--- src/rtl/nmr_vote_monitor.sv ---
// -----------------------------------------------------------------------------
// nmr_vote_monitor
//
// Word-level N-modular-redundancy voter with per-lane health monitoring.
// Each cycle with valid_in=1 the LANES lane words are compared. Only lanes
// not marked failed take part. The lowest-index enabled lane whose word is
// shared by a strict majority of enabled lanes wins. Lanes that disagree with
// the winner build up a consecutive-mismatch count. When that count reaches
// THRESH, the lane is masked out of later votes.
//
// Optional feature, selected by the macro NMR_AUTO_RECOVER_EN:
//   defined     : a two-state recovery FSM requests re-synchronisation of the
//                 lowest failed lane via recover_req/recover_lane. On
//                 recover_ack it clears that lane's failed flag and counter.
//   not defined : lane_failed is sticky until rst_in. recover_req and
//                 recover_lane are tied to 0 and recover_ack is ignored.
//
// Parameters
//   WIDTH   payload width per lane
//   LANES   number of redundant lanes (odd, 3..7)
//   THRESH  consecutive mismatches that declare a lane failed (1..15)
//   LW      lane index width
//
// Ports
//   clk           in   clock, all state on rising edge
//   rst_in        in   synchronous active-high reset
//   valid_in      in   lane_data valid this cycle
//   lane_data     in   LANES*WIDTH, lane i at [i*WIDTH +: WIDTH]
//   voted_data    out  registered majority word (holds when no majority)
//   voted_valid   out  majority found for the accepted input
//   no_majority   out  input accepted but no majority among enabled lanes
//   lane_err      out  per-lane disagreement with the winner on last vote
//   lane_failed   out  sticky failed-lane mask
//   recover_req   out  recovery request
//   recover_lane  out  lane being recovered, stable while recover_req=1
//   recover_ack   in   recovery of recover_lane complete
//   fault_count   out  saturating count of votes with any lane_err set
// -----------------------------------------------------------------------------
module nmr_vote_monitor #(
  parameter int WIDTH  = 32,
  parameter int LANES  = 3,
  parameter int THRESH = 4,
  parameter int LW     = $clog2(LANES)
) (
  input  logic                   clk,
  input  logic                   rst_in,
  input  logic                   valid_in,
  input  logic [LANES*WIDTH-1:0] lane_data,
  output logic [WIDTH-1:0]       voted_data,
  output logic                   voted_valid,
  output logic                   no_majority,
  output logic [LANES-1:0]       lane_err,
  output logic [LANES-1:0]       lane_failed,
  output logic                   recover_req,
  output logic [LW-1:0]          recover_lane,
  input  logic                   recover_ack,
  output logic [15:0]            fault_count
);

  // ---------------------------------------------------------------------------
  // Vote
  // ---------------------------------------------------------------------------
  logic [LANES-1:0] enabled;
  logic [4:0]       n_enabled;
  logic [4:0]       agree;
  logic             found;
  logic [WIDTH-1:0] win_word;
  logic [LANES-1:0] err_vec;

  // NOTE: every variable written here gets a default first so no path leaves
  // it unassigned; otherwise synthesis would infer a latch to hold the value.
  always_comb begin
    enabled   = ~lane_failed;
    n_enabled = '0;
    agree     = '0;
    found     = 1'b0;
    win_word  = '0;
    err_vec   = '0;

    for (int i = 0; i < LANES; i++) begin
      if (enabled[i]) n_enabled = n_enabled + 5'd1;
    end

    // Scan from the top lane down so the lowest qualifying lane is the last
    // one written and therefore the winner.
    for (int i = LANES - 1; i >= 0; i--) begin
      agree = '0;
      for (int j = 0; j < LANES; j++) begin
        if (enabled[j] && (lane_data[j*WIDTH +: WIDTH] == lane_data[i*WIDTH +: WIDTH]))
          agree = agree + 5'd1;
      end
      if (enabled[i] && ((agree << 1) > n_enabled)) begin
        found    = 1'b1;
        win_word = lane_data[i*WIDTH +: WIDTH];
      end
    end

    for (int i = 0; i < LANES; i++) begin
      err_vec[i] = found && enabled[i] && (lane_data[i*WIDTH +: WIDTH] != win_word);
    end
  end

  // ---------------------------------------------------------------------------
  // Mismatch counters and failure detection
  // ---------------------------------------------------------------------------
  logic [3:0]       mis_cnt  [LANES];
  logic [3:0]       cnt_next [LANES];
  logic [LANES-1:0] fail_set;
  logic [LANES-1:0] ack_clear;
  logic [LANES-1:0] failed_next;

  always_comb begin
    fail_set = '0;
    for (int i = 0; i < LANES; i++) begin
      cnt_next[i] = mis_cnt[i];
      if (valid_in && found && enabled[i]) begin
        if (err_vec[i]) begin
          cnt_next[i] = (mis_cnt[i] == 4'hF) ? 4'hF : mis_cnt[i] + 4'd1;
          fail_set[i] = (cnt_next[i] >= 4'(THRESH));
        end else begin
          cnt_next[i] = '0;
        end
      end
      // A completed recovery restarts the lane's history, overriding any
      // same-edge update.
      if (ack_clear[i]) cnt_next[i] = '0;
    end

    // Never mask out every lane; the voter must always have a candidate.
    if (&(lane_failed | fail_set)) fail_set = '0;

    failed_next = (lane_failed | fail_set) & ~ack_clear;
  end

  // ---------------------------------------------------------------------------
  // Vote outputs, counters, failed mask, fault counter
  // ---------------------------------------------------------------------------
  // NOTE: sequential state uses non-blocking assignments so every register
  // samples pre-edge values, independent of statement order in the block.
  always_ff @(posedge clk) begin
    if (rst_in) begin
      voted_data  <= '0;
      voted_valid <= 1'b0;
      no_majority <= 1'b0;
      lane_err    <= '0;
      lane_failed <= '0;
      fault_count <= '0;
      // NOTE: the counter array is reset explicitly; it is a handful of
      // flops, not a RAM, and a stale count would fail a healthy lane early.
      for (int i = 0; i < LANES; i++) mis_cnt[i] <= '0;
    end else begin
      lane_failed <= failed_next;
      for (int i = 0; i < LANES; i++) mis_cnt[i] <= cnt_next[i];

      if (!valid_in) begin
        voted_valid <= 1'b0;
        no_majority <= 1'b0;
        lane_err    <= '0;
      end else if (found) begin
        voted_data  <= win_word;
        voted_valid <= 1'b1;
        no_majority <= 1'b0;
        lane_err    <= err_vec;
        if ((|err_vec) && (fault_count != 16'hFFFF))
          fault_count <= fault_count + 16'd1;
      end else begin
        voted_valid <= 1'b0;
        no_majority <= 1'b1;
        lane_err    <= '0;
      end
    end
  end

  // ---------------------------------------------------------------------------
  // Recovery handshake
  // ---------------------------------------------------------------------------
`ifdef NMR_AUTO_RECOVER_EN
  localparam logic [0:0] ST_IDLE = 1'b0;
  localparam logic [0:0] ST_REQ  = 1'b1;

  logic [0:0]    state;
  logic [LW-1:0] lowest_failed;

  always_comb begin
    lowest_failed = '0;
    for (int i = LANES - 1; i >= 0; i--) begin
      if (lane_failed[i]) lowest_failed = LW'(i);
    end
  end

  always_comb begin
    ack_clear = '0;
    for (int i = 0; i < LANES; i++) begin
      ack_clear[i] = (state == ST_REQ) && recover_ack && (recover_lane == LW'(i));
    end
  end

  always_ff @(posedge clk) begin
    if (rst_in) begin
      state        <= ST_IDLE;
      recover_req  <= 1'b0;
      recover_lane <= '0;
    end else begin
      case (state)
        ST_IDLE: begin
          // Acks arriving here are ignored; only the registered mask matters.
          if (|lane_failed) begin
            recover_lane <= lowest_failed;
            recover_req  <= 1'b1;
            state        <= ST_REQ;
          end
        end
        ST_REQ: begin
          if (recover_ack) begin
            recover_req <= 1'b0;
            state       <= ST_IDLE;
          end
        end
        default: begin
          recover_req <= 1'b0;
          state       <= ST_IDLE;
        end
      endcase
    end
  end
`else
  logic unused_recover_ack;

  assign unused_recover_ack = recover_ack;
  assign ack_clear          = '0;
  assign recover_req        = 1'b0;
  assign recover_lane       = '0;
`endif

endmodule
--- config.mk ---
export PLATFORM = sky130hd
export DESIGN_NAME = nmr_vote_monitor
export DESIGN_NICKNAME = d
export VERILOG_FILES = /design/src/rtl/nmr_vote_monitor.sv
export SDC_FILE = /design/constraint.sdc
export NUM_CORES = 1
export LEC_CHECK = 0
export ABC_AREA = 1
export CORE_ASPECT_RATIO = 0.5
export CORE_MARGIN = 5
export CORE_UTILIZATION = 53
export CTS_BUF_LIST = sky130_fd_sc_hd__clkbuf_8
export DETAILED_ROUTE_END_ITERATION = 8
export MAX_ROUTING_LAYER = met4
export PLACE_DENSITY = 0.88
export SLEW_MARGIN = 15
export SYNTH_ARGS = -nofsm -noshare
export SYNTH_HDL_FRONTEND = slang
export SYNTH_SLANG_ARGS = --single-unit
export TNS_END_PERCENT = 50
--- constraint.sdc ---
create_clock -name clk -period 5 [get_ports clk]
set_clock_uncertainty 0.15 [all_clocks]
set_input_delay 1 -clock clk [delete_from_list [all_inputs] [get_ports clk]]
set_output_delay 1 -clock clk [all_outputs]
set_load 0.05 [all_outputs]
==> results.py, run 1 <==
metrics = {
    "run_status": {
        "outcome": "did not finish",
        "flow.stopped_at": "global routing",
        "first-error": "[ERROR GRT-0232] Routing congestion too high. Check the congestion heatmap in the GUI.",
    },
    "yosys": {
        "syn_area_sq_mm": 0.00759,
        "synth.avg_cell_area_sq_um": 5.51,
        "synth_warnings": 0,
        "post-synth-top-area-fraction": 0.246,
        "ys_ff_latch": 68,
        "synth_cells": 1379,
        "ys_seq_area_frac": 0.179,
        "synthTopCellsByArea": "nand2_1 (25%), dfxtp_1 (18%), nand3_1 (13%)",
        "yosysTopAreaCell": "nand2_1",
        "synth.distinct_cells": 37,
    },
    "grt": {
        "overflow": 362,
        "track_usage": 0.898,
        "grt_start_max_net_pins": 61,
    },
    "clock_tree": {
        "cts.sinks": 68,
        "cts.path.max_buffers": 2,
        "htreeDepth": 3,
        "root_buffer": "clkbuf_8",
        "cts_made_buffers": 9,
    },
    "place": {
        "placed_cells": 1926,
        "portBuffers": 154,
        "gp_congestion": 1.10,
        "dp_hpwl_mm": 23.8,
    },
    "floorplan": {
        "initial_core_util": 0.551,
        "die_x_um": 179,
        "die_h_um": 94.6,
        "row_count": 30,
        "ios": 159,
    },
}
-- routing by layer --
layer / track usage / GRT overflow
met1: 0.842 / 17
met2: 1.02 / 206
met3: 0.842 / 34
met4: 0.900 / 105
met5: - / -
-- metrics by stage --
stage                     hold slack, ns  utilization  instance area [sq um]  TNS, ns  worst slack [ns]
after floorplan                    0.313            -                   7600        0             0.326
after global placement             0.309        0.800                  11000   -28.11            -0.816
after detailed placement           0.313        0.800                  11000   -41.05             -1.06
after CTS                          0.337        0.918                  12600   -0.297           -0.0303
-- synth_stat cells --
master       n
nand2_1    498
nand3_1    204
inv_1      130
nor2_1     113
dfxtp_1     68
a21oi_1     56
xnor2_1     46
nand2_2     40
o21ai_0     38
nand4_1     36
inv_2       27
ha_1        18
clkbuf_1    17
xor2_1      12
buf_2       11
a21oi_2     10
clkinv_1     7
buf_6        6
o2111ai_1    6
buf_4        5
nand3b_1     4
nor4_1       4
a31oi_1      3
nand2_4      3
nor2_2       2
nor3_1       2
o21bai_1     2
o221ai_1     2
a31oi_2      1
buf_1        1
buf_12       1
buf_8        1
conb_1       1
inv_4        1
nand3_2      1
nand3_4      1
or2_2        1
-- cells by family after synthesis --
| kind of cell | after synthesis | synth area share |
|---|---|---|
| AO/OA/AOI/OAI | 118 | 0.0888 |
| buffers and inverters | 207 | 0.117 |
| other | 1 | 0.000494 |
| flip-flops | 68 | 0.179 |
| XOR/XNOR | 58 | 0.0669 |
| adder cells (fa/ha/maj) | 18 | 0.0297 |
| AND/OR/NAND/NOR | 909 | 0.518 |
-- timing repair --
action	in CTS
gates cloned	9
buffers inserted	73
hold buffers	0
setup endpoints to repair	39
gates resized for setup	442
pin swaps	103
endpoints found under the hold margin	0
==> run 2: changes to the inputs <==
--- a/config.mk
+++ b/config.mk
@@ -6,13 +6,10 @@
 export NUM_CORES = 1
 export LEC_CHECK = 0
 export ABC_AREA = 1
-export CORE_ASPECT_RATIO = 0.5
 export CORE_MARGIN = 5
-export CORE_UTILIZATION = 53
-export CTS_BUF_LIST = sky130_fd_sc_hd__clkbuf_8
+export CORE_UTILIZATION = 38
 export DETAILED_ROUTE_END_ITERATION = 8
-export MAX_ROUTING_LAYER = met4
-export PLACE_DENSITY = 0.88
+export PLACE_DENSITY_LB_ADDON = 0.15
 export SLEW_MARGIN = 15
 export SYNTH_ARGS = -nofsm -noshare
 export SYNTH_HDL_FRONTEND = slang
==> run 2 against run 1 <==
  * The flow now finishes, with violations (negative setup slack)
  * Area after synthesis stayed put
  * Synthesized cell count is the same
==> results.py, run 2 <==
metrics = {
    "run_status": {
        "outcome": "complete, but fails checks",
        "violations": "negative setup slack",
    },
    "grt": {
        "antenna_found_initial": 5,
        "overflow": 0,
        "track_usage": 0.287,
        "grt_pass1_vias": 10520,
        "grt_start_max_net_pins": 54,
        "grt_pass1_wl_mm": 52.2,
    },
    "final_layout": {
        "final_common_cell": "nand2_1",
        "largest_reg_flops": 32,
        "syn_to_final_growth_pct": 78.8,
        "largest-register": "voted_data",
        "nNetsFinal": 1959,
        "final_cell_mix": "nand2_1 (440), buf_4 (284), nand3_1 (145)",
        "fillers": 1724,
        "drive_gt1_frac": 0.380,
        "post-route-util": 0.693,
        "reg.largest.list": "voted_data (32), fault_count (16), mis_cnt (12)",
    },
    "sta": {
        "finalHoldViolations": 0,
        "setup_tns_ns": -3.71,
        "rsz0062_at_grt": "yes",
        "period_share": 1.05,
        "max_clock_freq_mhz": 191,
        "setup_viol": 24,
        "setup_slack_ns": -0.225,
        "slew_headroom": 0.552,
        "tightest_slew_ns": 0.672,
        "drv_slew": 0,
        "fin_crit_ns": 5.23,
    },
    "floorplan": {
        "die_x_um": 151,
        "ios": 159,
        "core-area_sq_mm": 0.0196,
        "row_count": 51,
        "initial_core_util": 0.388,
        "dieArea_sq_mm": 0.0229,
        "die_h_um": 151,
    },
    "yosys": {
        "post-synth-top-area-fraction": 0.246,
        "yosysTopAreaCell": "nand2_1",
        "synth_cells": 1379,
        "synth_edf_count": 0,
        "synth.most_common_cell": "nand2_1",
        "ys_seq_area_frac": 0.179,
        "synthTopCellsByArea": "nand2_1 (25%), dfxtp_1 (18%), nand3_1 (13%)",
        "ys_ff_latch": 68,
        "ys_async_sr_fraction": 0,
        "yosys-top-cells-count": "nand2_1 (498), nand3_1 (204), inv_1 (130)",
        "syn_area_sq_mm": 0.00759,
        "synth_warnings": 0,
        "ys.flop_type": "dfxtp_1",
        "synth.avg_cell_area_sq_um": 5.51,
        "synth.distinct_cells": 37,
    },
    "pwr": {
        "comb_power_share": 0.270,
        "switchingPower_uw": 520,
        "seq_power_share": 0.314,
        "p_leak_uw": 0.00678,
        "finalPower_uw": 1730,
        "peakVddDrop_mv": 0.165,
        "internal_power_uw": 1210,
        "swShare": 0.301,
        "clock_power_share": 0.417,
        "power.density_mw_per_mm2": 127,
    },
    "drt": {
        "vias": 10898,
        "drc_errors": 0,
        "via_per_inst": 5.16,
        "drt_iter0_markers": 695,
        "drtPass1Iterations": 5,
        "wl_per_cell_um": 16.1,
        "drt-total-wl_mm": 33.9,
        "drtAntennaViolNets": 0,
    },
    "place": {
        "dp_hpwl_mm": 23.8,
        "gp_congestion": 0.962,
        "portBuffers": 154,
    },
    "clock_tree": {
        "htreeDepth": 3,
        "clkTransAtPathRegs_ns": 0.06,
        "cts_tree": "built",
        "clk_latency_ns": 0.35,
        "cts.sinks": 68,
        "cts_made_buffers": 9,
        "cts.path.max_buffers": 2,
        "root_buffer": "clkbuf_16",
    },
    "setup_path": {
        "arrival_ns": 5.27,
        "critPathLaunchType": "input pin",
        "slowest_stage": "dlygate4sd2_1",
        "cp_data_required_time_ns": 5.05,
        "crit_path_frequent_cell": "nand2_1",
        "path_class": "input pin to flip-flop",
        "critPathMaxFanout": 7,
        "crit_path_max_incr_delay_ns": 0.32,
        "endpoint_kind": "flip-flop",
    },
    "run": {
        "maxCapViolCount": 0,
    },
    "hold_path": {
        "hold_path_class": "flip-flop to flip-flop",
    },
}
==> run 2: critical path, delay by kind of cell <==
family,cells,cell delay [ns]
xor gates and xnor gates,1,0.12
and+or+nand+nor,23,2.37
AOI/OAI and AO/OA,2,0.16
adders and majority gates,2,0.50
buffers and inverters,7,1.09
==> run 2: per-stage QoR <==
step	hold WS [ns]	instances	instance area, sq um	worst slack (ns)
3_3_place_gp	0.307	2022	11300	-1.05
2_1_floorplan	0.313	1381	7600	0.326
3_5_place_dp	0.311	2022	11300	-1.14
6_report	0.316	2111	13600	-0.225
5_1_grt	0.349	2111	13600	-0.448
4_1_cts	0.319	2099	13100	-0.115
==> run 2: kinds of logic after synthesis <==
| family | count (synthesis) | synth area share |
|---|---|---|
| compound gates | 118 | 0.0888 |
| xor+xnor | 58 | 0.0669 |
| fa+ha+maj | 18 | 0.0297 |
| buf+inv | 207 | 0.117 |
| flops | 68 | 0.179 |
| other cells | 1 | 0.000494 |
| simple gates | 909 | 0.518 |
==> run 2: final cells by class <==
class / count / area, sq um / area share
flip-flops and latches: 68 / 1360 / 0.100
well taps: 265 / 332 / 0.0244
multi-input cells: 1107 / 6630 / 0.488
repair buffers: 490 / 4290 / 0.316
inverters: 165 / 637 / 0.0469
clock buffers: 10 / 239 / 0.0176
diodes: 1 / 2.50 / 0.000184
clock inverters: 5 / 83.8 / 0.00617
==> run 2: per-layer routing <==
layer  track usage  share of wire
met5             0         0.0011
met4        0.0979          0.044
met3        0.0706          0.086
met2         0.501           0.48
met1         0.344           0.39
==> run 2: power groups by stage <==
| stage | sequential (uW) | clock (uW) | combinational (uW) |
|---|---|---|---|
| final | 542 | 720 | 466 |
| after global routing | 542 | 754 | 504 |
| after CTS | 542 | 732 | 441 |
| after detailed placement | 554 | 0 | 429 |
| after global placement | 554 | 0 | 428 |
| after floorplan | 556 | 0 | 159 |
==> run 2: path summary, 6_finish.rpt <==
check,slack [ns],cells after the start,to,from
worst max-delay path,-0.23,35,fault_count[5]$_SDFFE_PP0P_,lane_data[83]
worst min-delay path,0.32,2,voted_data[28]$_SDFFE_PP0P_,voted_data[28]$_SDFFE_PP0P_
worst max register to register,0.57,24,fault_count[5]$_SDFFE_PP0P_,lane_failed[2]$_SDFF_PP0_
worst min register to register,0.32,2,voted_data[28]$_SDFFE_PP0P_,voted_data[28]$_SDFFE_PP0P_
==> run 2: repair_timing <==
action                                  in CTS  in global routing
hold endpoints to repair                     0                  0
hold buffers                                 0                  0
endpoints found under the setup margin      66                 66
pin swaps                                  117                 85
gates resized for setup                    446                172
cloned                                       8                  1
buffers inserted                            56                 13
Power figures use the tool's default switching activity.
==> run 3: changes to the inputs <==
==> constraint.sdc (replaced) <==
create_clock -name clk -period 6.4 [get_ports clk]
set_clock_uncertainty 0.15 [all_clocks]
set_input_delay 1.28 -clock clk [delete_from_list [all_inputs] [get_ports clk]]
set_output_delay 1.28 -clock clk [all_outputs]
set_load 0.05 [all_outputs]
==> run 3 against run 2 <==
  * The flow now finishes without violations
  * Count of clock-buffer cells in the layout down 1
  * Via count down 12%
  * Worst hold slack better by 0.014 ns
  * Critical path depth down 3
  * Global-route usage down 4.3 points
  * Sequential power down 22%
  * Setup slack better by 0.59 ns
  * Clock power down 21%
  * Sequential share of layout area up 2.6 points
  * Final cell count down 9.1%
  * Routed wire length down 17%
  * Critical path type unchanged
==> results.py, run 3 (synthesis results as in run 2) <==
metrics = {
    "final_layout": {
        "largest-register": "voted_data",
        "finish.instance_area_sq_mm": 0.0108,
        "diodes": 0,
        "fillers": 2044,
        "fin_cells": 1918,
        "largest_reg_flops": 32,
        "nNetsFinal": 1766,
        "reg.largest.list": "voted_data (32), fault_count (16), mis_cnt (12)",
        "drive_gt1_frac": 0.155,
        "final_cell_mix": "nand2_1 (496), nand3_1 (204), clkdlybuf4s50_1 (152)",
        "syn_to_final_growth_pct": 42.1,
        "post-route-util": 0.551,
        "final_common_cell": "nand2_1",
    },
    "setup_path": {
        "endpoint_kind": "flip-flop",
        "ff2ff_path_depth": 26,
        "cp_data_required_time_ns": 6.44,
        "crit_path_frequent_cell": "nand2_1",
        "reg2reg_slack_ns": 1.88,
        "crit_path_max_incr_delay_ns": 0.54,
        "critPathMaxFanout": 9,
        "path_class": "input pin to flip-flop",
        "arrival_ns": 6.08,
        "slowest_stage": "clkdlybuf4s50_1",
        "critPathLaunchType": "input pin",
        "r2r-start": "lane_failed[1]$_SDFF_PP0_",
        "r2r-end": "fault_count[5]$_SDFFE_PP0P_",
    },
    "drt": {
        "drt_iter0_markers": 610,
        "drt-total-wl_mm": 28.2,
        "drc_errors": 0,
        "vias": 9637,
        "via_per_inst": 5.02,
        "wl_per_cell_um": 14.7,
        "drtAntennaViolNets": 0,
        "drtPass1Iterations": 6,
    },
    "grt": {
        "overflow": 0,
        "grt_start_max_net_pins": 55,
        "grt_pass1_vias": 8781,
        "track_usage": 0.245,
        "grt_pass1_wl_mm": 44.4,
        "antenna_found_initial": 1,
    },
    "sta": {
        "max_clock_freq_mhz": 166,
        "period_share": 0.942,
        "slew_headroom": 0.556,
        "setup_viol": 0,
        "fin_crit_ns": 6.03,
        "whs_ns": 0.330,
        "finalHoldViolations": 0,
        "drv_slew": 0,
        "tightest_slew_ns": 0.666,
    },
    "pwr": {
        "power.density_mw_per_mm2": 118,
        "comb_power_share": 0.221,
        "switchingPower_uw": 378,
        "p_leak_uw": 0.00523,
        "internal_power_uw": 892,
        "clock_power_share": 0.445,
        "swShare": 0.298,
        "peakVddDrop_mv": 0.169,
        "seq_power_share": 0.333,
    },
    "hold_path": {
        "whs_path_depth": 2,
        "hold_path_class": "flip-flop to flip-flop",
        "holdPathEnd": "voted_data[13]$_SDFFE_PP0P_",
        "hp-start": "voted_data[13]$_SDFFE_PP0P_",
    },
    "clock_tree": {
        "root_buffer": "clkbuf_16",
        "cts.sinks": 68,
        "htreeDepth": 3,
        "cts_tree": "built",
        "cts.path.max_buffers": 2,
        "clk_latency_ns": 0.35,
        "cts_made_buffers": 9,
        "cts_hold_buf": 0,
        "clkTransAtPathRegs_ns": 0.06,
    },
    "floorplan": {
        "ios": 159,
        "dieArea_sq_mm": 0.0229,
        "core-area_sq_mm": 0.0196,
        "die_x_um": 151,
        "die_h_um": 151,
        "initial_core_util": 0.388,
        "row_count": 51,
    },
    "place": {
        "placedInstanceArea_sq_mm": 0.0104,
        "placed_cells": 1899,
        "portBuffers": 154,
        "dp_hpwl_mm": 22.6,
        "gp_congestion": 0.937,
    },
    "run": {
        "maxCapViolCount": 0,
    },
    "run_status": {
        "outcome": "finished, final reports clean",
    },
}
## run 3: cell count changes in the layout (fill, tap and decap cells not counted), sizes merged, moves of 2 or more
cell / before / now
clkinv: 8 / 10
clkdlybuf4s15: 24 / 0
clkbuf: 32 / 9
clkdlybuf4s50: 57 / 152
buf: 368 / 144
dlygate4sd2: 18 / 0
## run 3: power by group through the flow
stage / clock, uW / sequential (uW) / combinational [uW]
after floorplan: 0 / 434 / 124
after global placement: 0 / 433 / 275
final: 566 / 424 / 281
after detailed placement: 0 / 433 / 275
after global routing: 596 / 423 / 307
after CTS: 577 / 423 / 277
## run 3: cell type report
type / count / area, sq um / share of cell area
well taps: 265 / 332 / 0.0307
clock buffers: 9 / 225 / 0.0209
inverters: 165 / 622 / 0.0577
clock inverters: 7 / 98.8 / 0.00916
repair buffers: 297 / 2730 / 0.253
multi-input cells: 1107 / 5420 / 0.503
flip-flops and latches: 68 / 1360 / 0.126
## run 3: what timing repair did
action / 4_1_cts / 5_1_grt
resized for setup: 0 / 12
buffers inserted: 0 / 2
endpoints found under the setup margin: 0 / 22
## run 3: critical path, delay by kind of cell
kind	cells	cell delay, ns
xor+xnor	2	0.31
buf+inv	7	1.41
compound gates	2	0.22
fa+ha+maj	2	0.54
simple gates	19	2.30
## run 3: per-stage QoR
step	setup WS, ns	total power [uW]	setup TNS (ns)
2_1_floorplan	1.45	558	0
3_3_place_gp	-0.0404	708	-0.225
3_5_place_dp	-0.107	708	-1.19
4_1_cts	0.231	1280	0
5_1_grt	-0.00272	1330	-0.00272
6_report	0.369	1270	0
## run 3: how the worst max path moves through the flow
stage / start / to / slack, ns / depth (start not counted)
3_3_place_gp: lane_data[19] / fault_count[5]$_SDFFE_PP0P_ / -0.04 / 31
2_1_floorplan: lane_data[91] / fault_count[14]$_SDFFE_PP0P_ / 1.45 / 36
5_1_grt: lane_data[59] / fault_count[14]$_SDFFE_PP0P_ / -0.003 / 33
4_1_cts: lane_data[19] / fault_count[5]$_SDFFE_PP0P_ / 0.23 / 32
3_5_place_dp: lane_data[19] / fault_count[5]$_SDFFE_PP0P_ / -0.11 / 32
6_report: lane_data[44] / fault_count[5]$_SDFFE_PP0P_ / 0.37 / 32
## run 3: per-layer routing
metal	vias to the layer above	global-route usage	part of all wire
li1	4964	-	-
met1	4311	0.316	0.43
met2	317	0.407	0.45
met3	43	0.0575	0.088
met4	2	0.0689	0.022
met5	-	0	0.00046
==> run 4: changes to the inputs <==
--- a/config.mk
+++ b/config.mk
@@ -9,6 +9,7 @@
 export CORE_MARGIN = 5
 export CORE_UTILIZATION = 38
 export DETAILED_ROUTE_END_ITERATION = 8
+export DONT_BUFFER_PORTS = 1
 export PLACE_DENSITY_LB_ADDON = 0.15
 export SLEW_MARGIN = 15
 export SYNTH_ARGS = -nofsm -noshare
==> constraint.sdc (replaced) <==
create_clock -name clk -period 4.9 [get_ports clk]
set_clock_uncertainty 0.15 [all_clocks]
set_input_delay 0.98 -clock clk [delete_from_list [all_inputs] [get_ports clk]]
set_output_delay 0.98 -clock clk [all_outputs]
set_load 0.05 [all_outputs]
==> run 4 against run 3 <==
  * Count of clock-buffer cells in the layout unchanged
  * Largest cell class unchanged
  * The flow now finishes with violations (negative setup slack)
  * Critical path depth fell by 1
  * Setup slack worse by 0.43 ns
==> results.py, run 4 (synthesis results as in run 2) <==
metrics = {
    "run_status": {
        "outcome": "complete, but fails checks",
        "violations": "negative setup slack",
    },
    "drt": {
        "drtPass1Iterations": 5,
        "drt_iter0_markers": 647,
        "drt-total-wl_mm": 32.0,
        "via_per_inst": 5.16,
        "vias": 9688,
        "drtAntennaViolNets": 0,
        "wl_per_cell_um": 17.0,
        "drc_errors": 0,
    },
    "clock_tree": {
        "cts_hold_buf": 0,
        "cts_made_buffers": 9,
        "cts_tree": "built",
        "root_buffer": "clkbuf_16",
        "clkTransAtPathRegs_ns": 0.07,
        "cts.sinks": 68,
        "cts.path.max_buffers": 2,
        "htreeDepth": 3,
        "clk_latency_ns": 0.36,
    },
    "setup_path": {
        "crit_path_frequent_cell": "nand2_2",
        "ff2ff_path_depth": 25,
        "r2r-start": "lane_failed[1]$_SDFF_PP0_",
        "r2r-end": "fault_count[4]$_SDFFE_PP0P_",
        "path_class": "input pin to flip-flop",
        "timing.critical_path.from": "lane_data[21]",
        "critPathMaxFanout": 8,
        "arrival_ns": 5.11,
        "crit_path_max_incr_delay_ns": 0.28,
        "cp_data_required_time_ns": 5.04,
        "critPathLaunchType": "input pin",
        "slowest_stage": "nor4_2",
        "endpoint_kind": "flip-flop",
        "reg2reg_slack_ns": 0.65,
    },
    "pwr": {
        "finalPower_uw": 1560,
        "p_leak_uw": 0.00566,
        "power.density_mw_per_mm2": 135,
        "peakVddDrop_mv": 0.160,
    },
    "sta": {
        "setup_slack_ns": -0.0633,
        "tightest_slew_ns": 0.724,
        "finalHoldViolations": 0,
        "drv_slew": 0,
        "max_clock_freq_mhz": 201,
        "slew_headroom": 0.516,
        "fin_crit_ns": 4.96,
        "period_share": 1.01,
        "setup_tns_ns": -0.622,
        "rsz0062_at_grt": "yes",
        "setup_viol": 16,
    },
    "final_layout": {
        "reg.largest.list": "voted_data (32), fault_count (16), mis_cnt (12)",
        "fin_cells": 1878,
        "largest-register": "voted_data",
        "drive_gt1_frac": 0.344,
        "nNetsFinal": 1726,
        "syn_to_final_growth_pct": 51.9,
        "final_cell_mix": "nand2_1 (440), buf_4 (216), nand3_1 (145)",
        "finish.instance_area_sq_mm": 0.0115,
        "largest_reg_flops": 32,
        "diodes": 0,
        "final_common_cell": "nand2_1",
    },
    "run": {
        "maxCapViolCount": 0,
    },
    "hold_path": {
        "whs_path_depth": 2,
        "hold_path_class": "flip-flop to flip-flop",
        "holdPathEnd": "mis_cnt[0][1]$_SDFFE_PP0P_",
        "hp-start": "mis_cnt[0][1]$_SDFFE_PP0P_",
    },
    "grt": {
        "grt_util_met3": 0.0987,
        "met2_usage": 0.430,
        "overflow": 0,
        "antenna_found_initial": 0,
        "grt_pass1_wl_mm": 46.6,
        "grt_start_max_net_pins": 55,
        "grt-busiest-layer": "met2",
        "track_usage": 0.261,
        "gr-usage-met1": 0.310,
        "grt_pass1_vias": 9017,
    },
    "place": {
        "placed_cells": 1808,
        "placedInstanceArea_sq_mm": 0.00934,
        "gp_congestion": 0.976,
        "dp_hpwl_mm": 22.6,
        "portBuffers": 0,
    },
    "floorplan": {
        "die_x_um": 151,
        "ios": 159,
        "die_h_um": 151,
        "core-area_sq_mm": 0.0196,
        "dieArea_sq_mm": 0.0229,
        "initial_core_util": 0.388,
        "row_count": 51,
    },
}
## run 4: cell types whose count changed in the layout (fill, tap and decap cells not counted), moves of 22 or more
cell / previous run / this run
nand3_2: 1 / 44
nand3_1: 204 / 145
nor2_2: 2 / 24
clkdlybuf4s50_1: 152 / 0
nor2_1: 112 / 80
nand2_1: 496 / 440
nand2_2: 42 / 79
buf_4: 134 / 216
## run 4: critical path: cells and delay by family
family | cells | cell delay, ns
AND/OR/NAND/NOR | 20 | 2.45
buffers and inverters | 5 | 0.59
adder cells (fa/ha/maj) | 2 | 0.48
AO/OA/AOI/OAI | 3 | 0.45
XOR/XNOR | 1 | 0.13
## run 4: layer usage
layer  wire [um]  up-vias
li1            -     4889
met5           0        -
met4        1220        0
met1       12400     4395
met2       14800      331
met3        3520       73
## run 4: what timing repair did
item | in CTS | in global routing
resized for setup | 103 | 183
hold endpoints to repair | 0 | 0
buffers inserted | 27 | 21
pin swaps | 42 | 111
cloned | 8 | 5
endpoints found under the setup margin | 26 | 34
## run 4: how the worst max path moves through the flow
stage,end,slack [ns],cells past startpoint
floorplan,fault_count[14]$_SDFFE_PP0P_,0.25,36
global placement,fault_count[1]$_SDFFE_PP0P_,-0.56,32
detailed placement,fault_count[4]$_SDFFE_PP0P_,-0.74,31
CTS,fault_count[10]$_SDFFE_PP0P_,-0.07,32
global route,fault_count[8]$_SDFFE_PP0P_,-0.28,29
finish,fault_count[4]$_SDFFE_PP0P_,-0.06,31
## run 4: report_power, final
group | internal [uW] | leakage [uW] | switching, uW | total [uW]
clock network | 403 | 0.000147 | 312 | 715
registers | 553 | 0.000548 | 1.77 | 555
logic | 139 | 0.00497 | 150 | 289
## run 4: area by class of cell
class,instances,area (sq um)
fillers,1928,8060
multi-input cells,1107,6520
repair buffers,257,2380
flip-flops and latches,68,1360
inverters,165,633
well taps,265,332
clock buffers,9,225
clock inverters,7,81.3
## run 4: through the flow
stage / hold slack [ns] / util / setup slack [ns]
5_1_grt: 0.357 / 0.589 / -0.282
3_5_place_dp: 0.322 / 0.477 / -0.735
2_1_floorplan: 0.313 / - / 0.246
3_3_place_gp: 0.321 / 0.477 / -0.558
6_report: 0.336 / 0.589 / -0.0633
4_1_cts: 0.333 / 0.535 / -0.0679
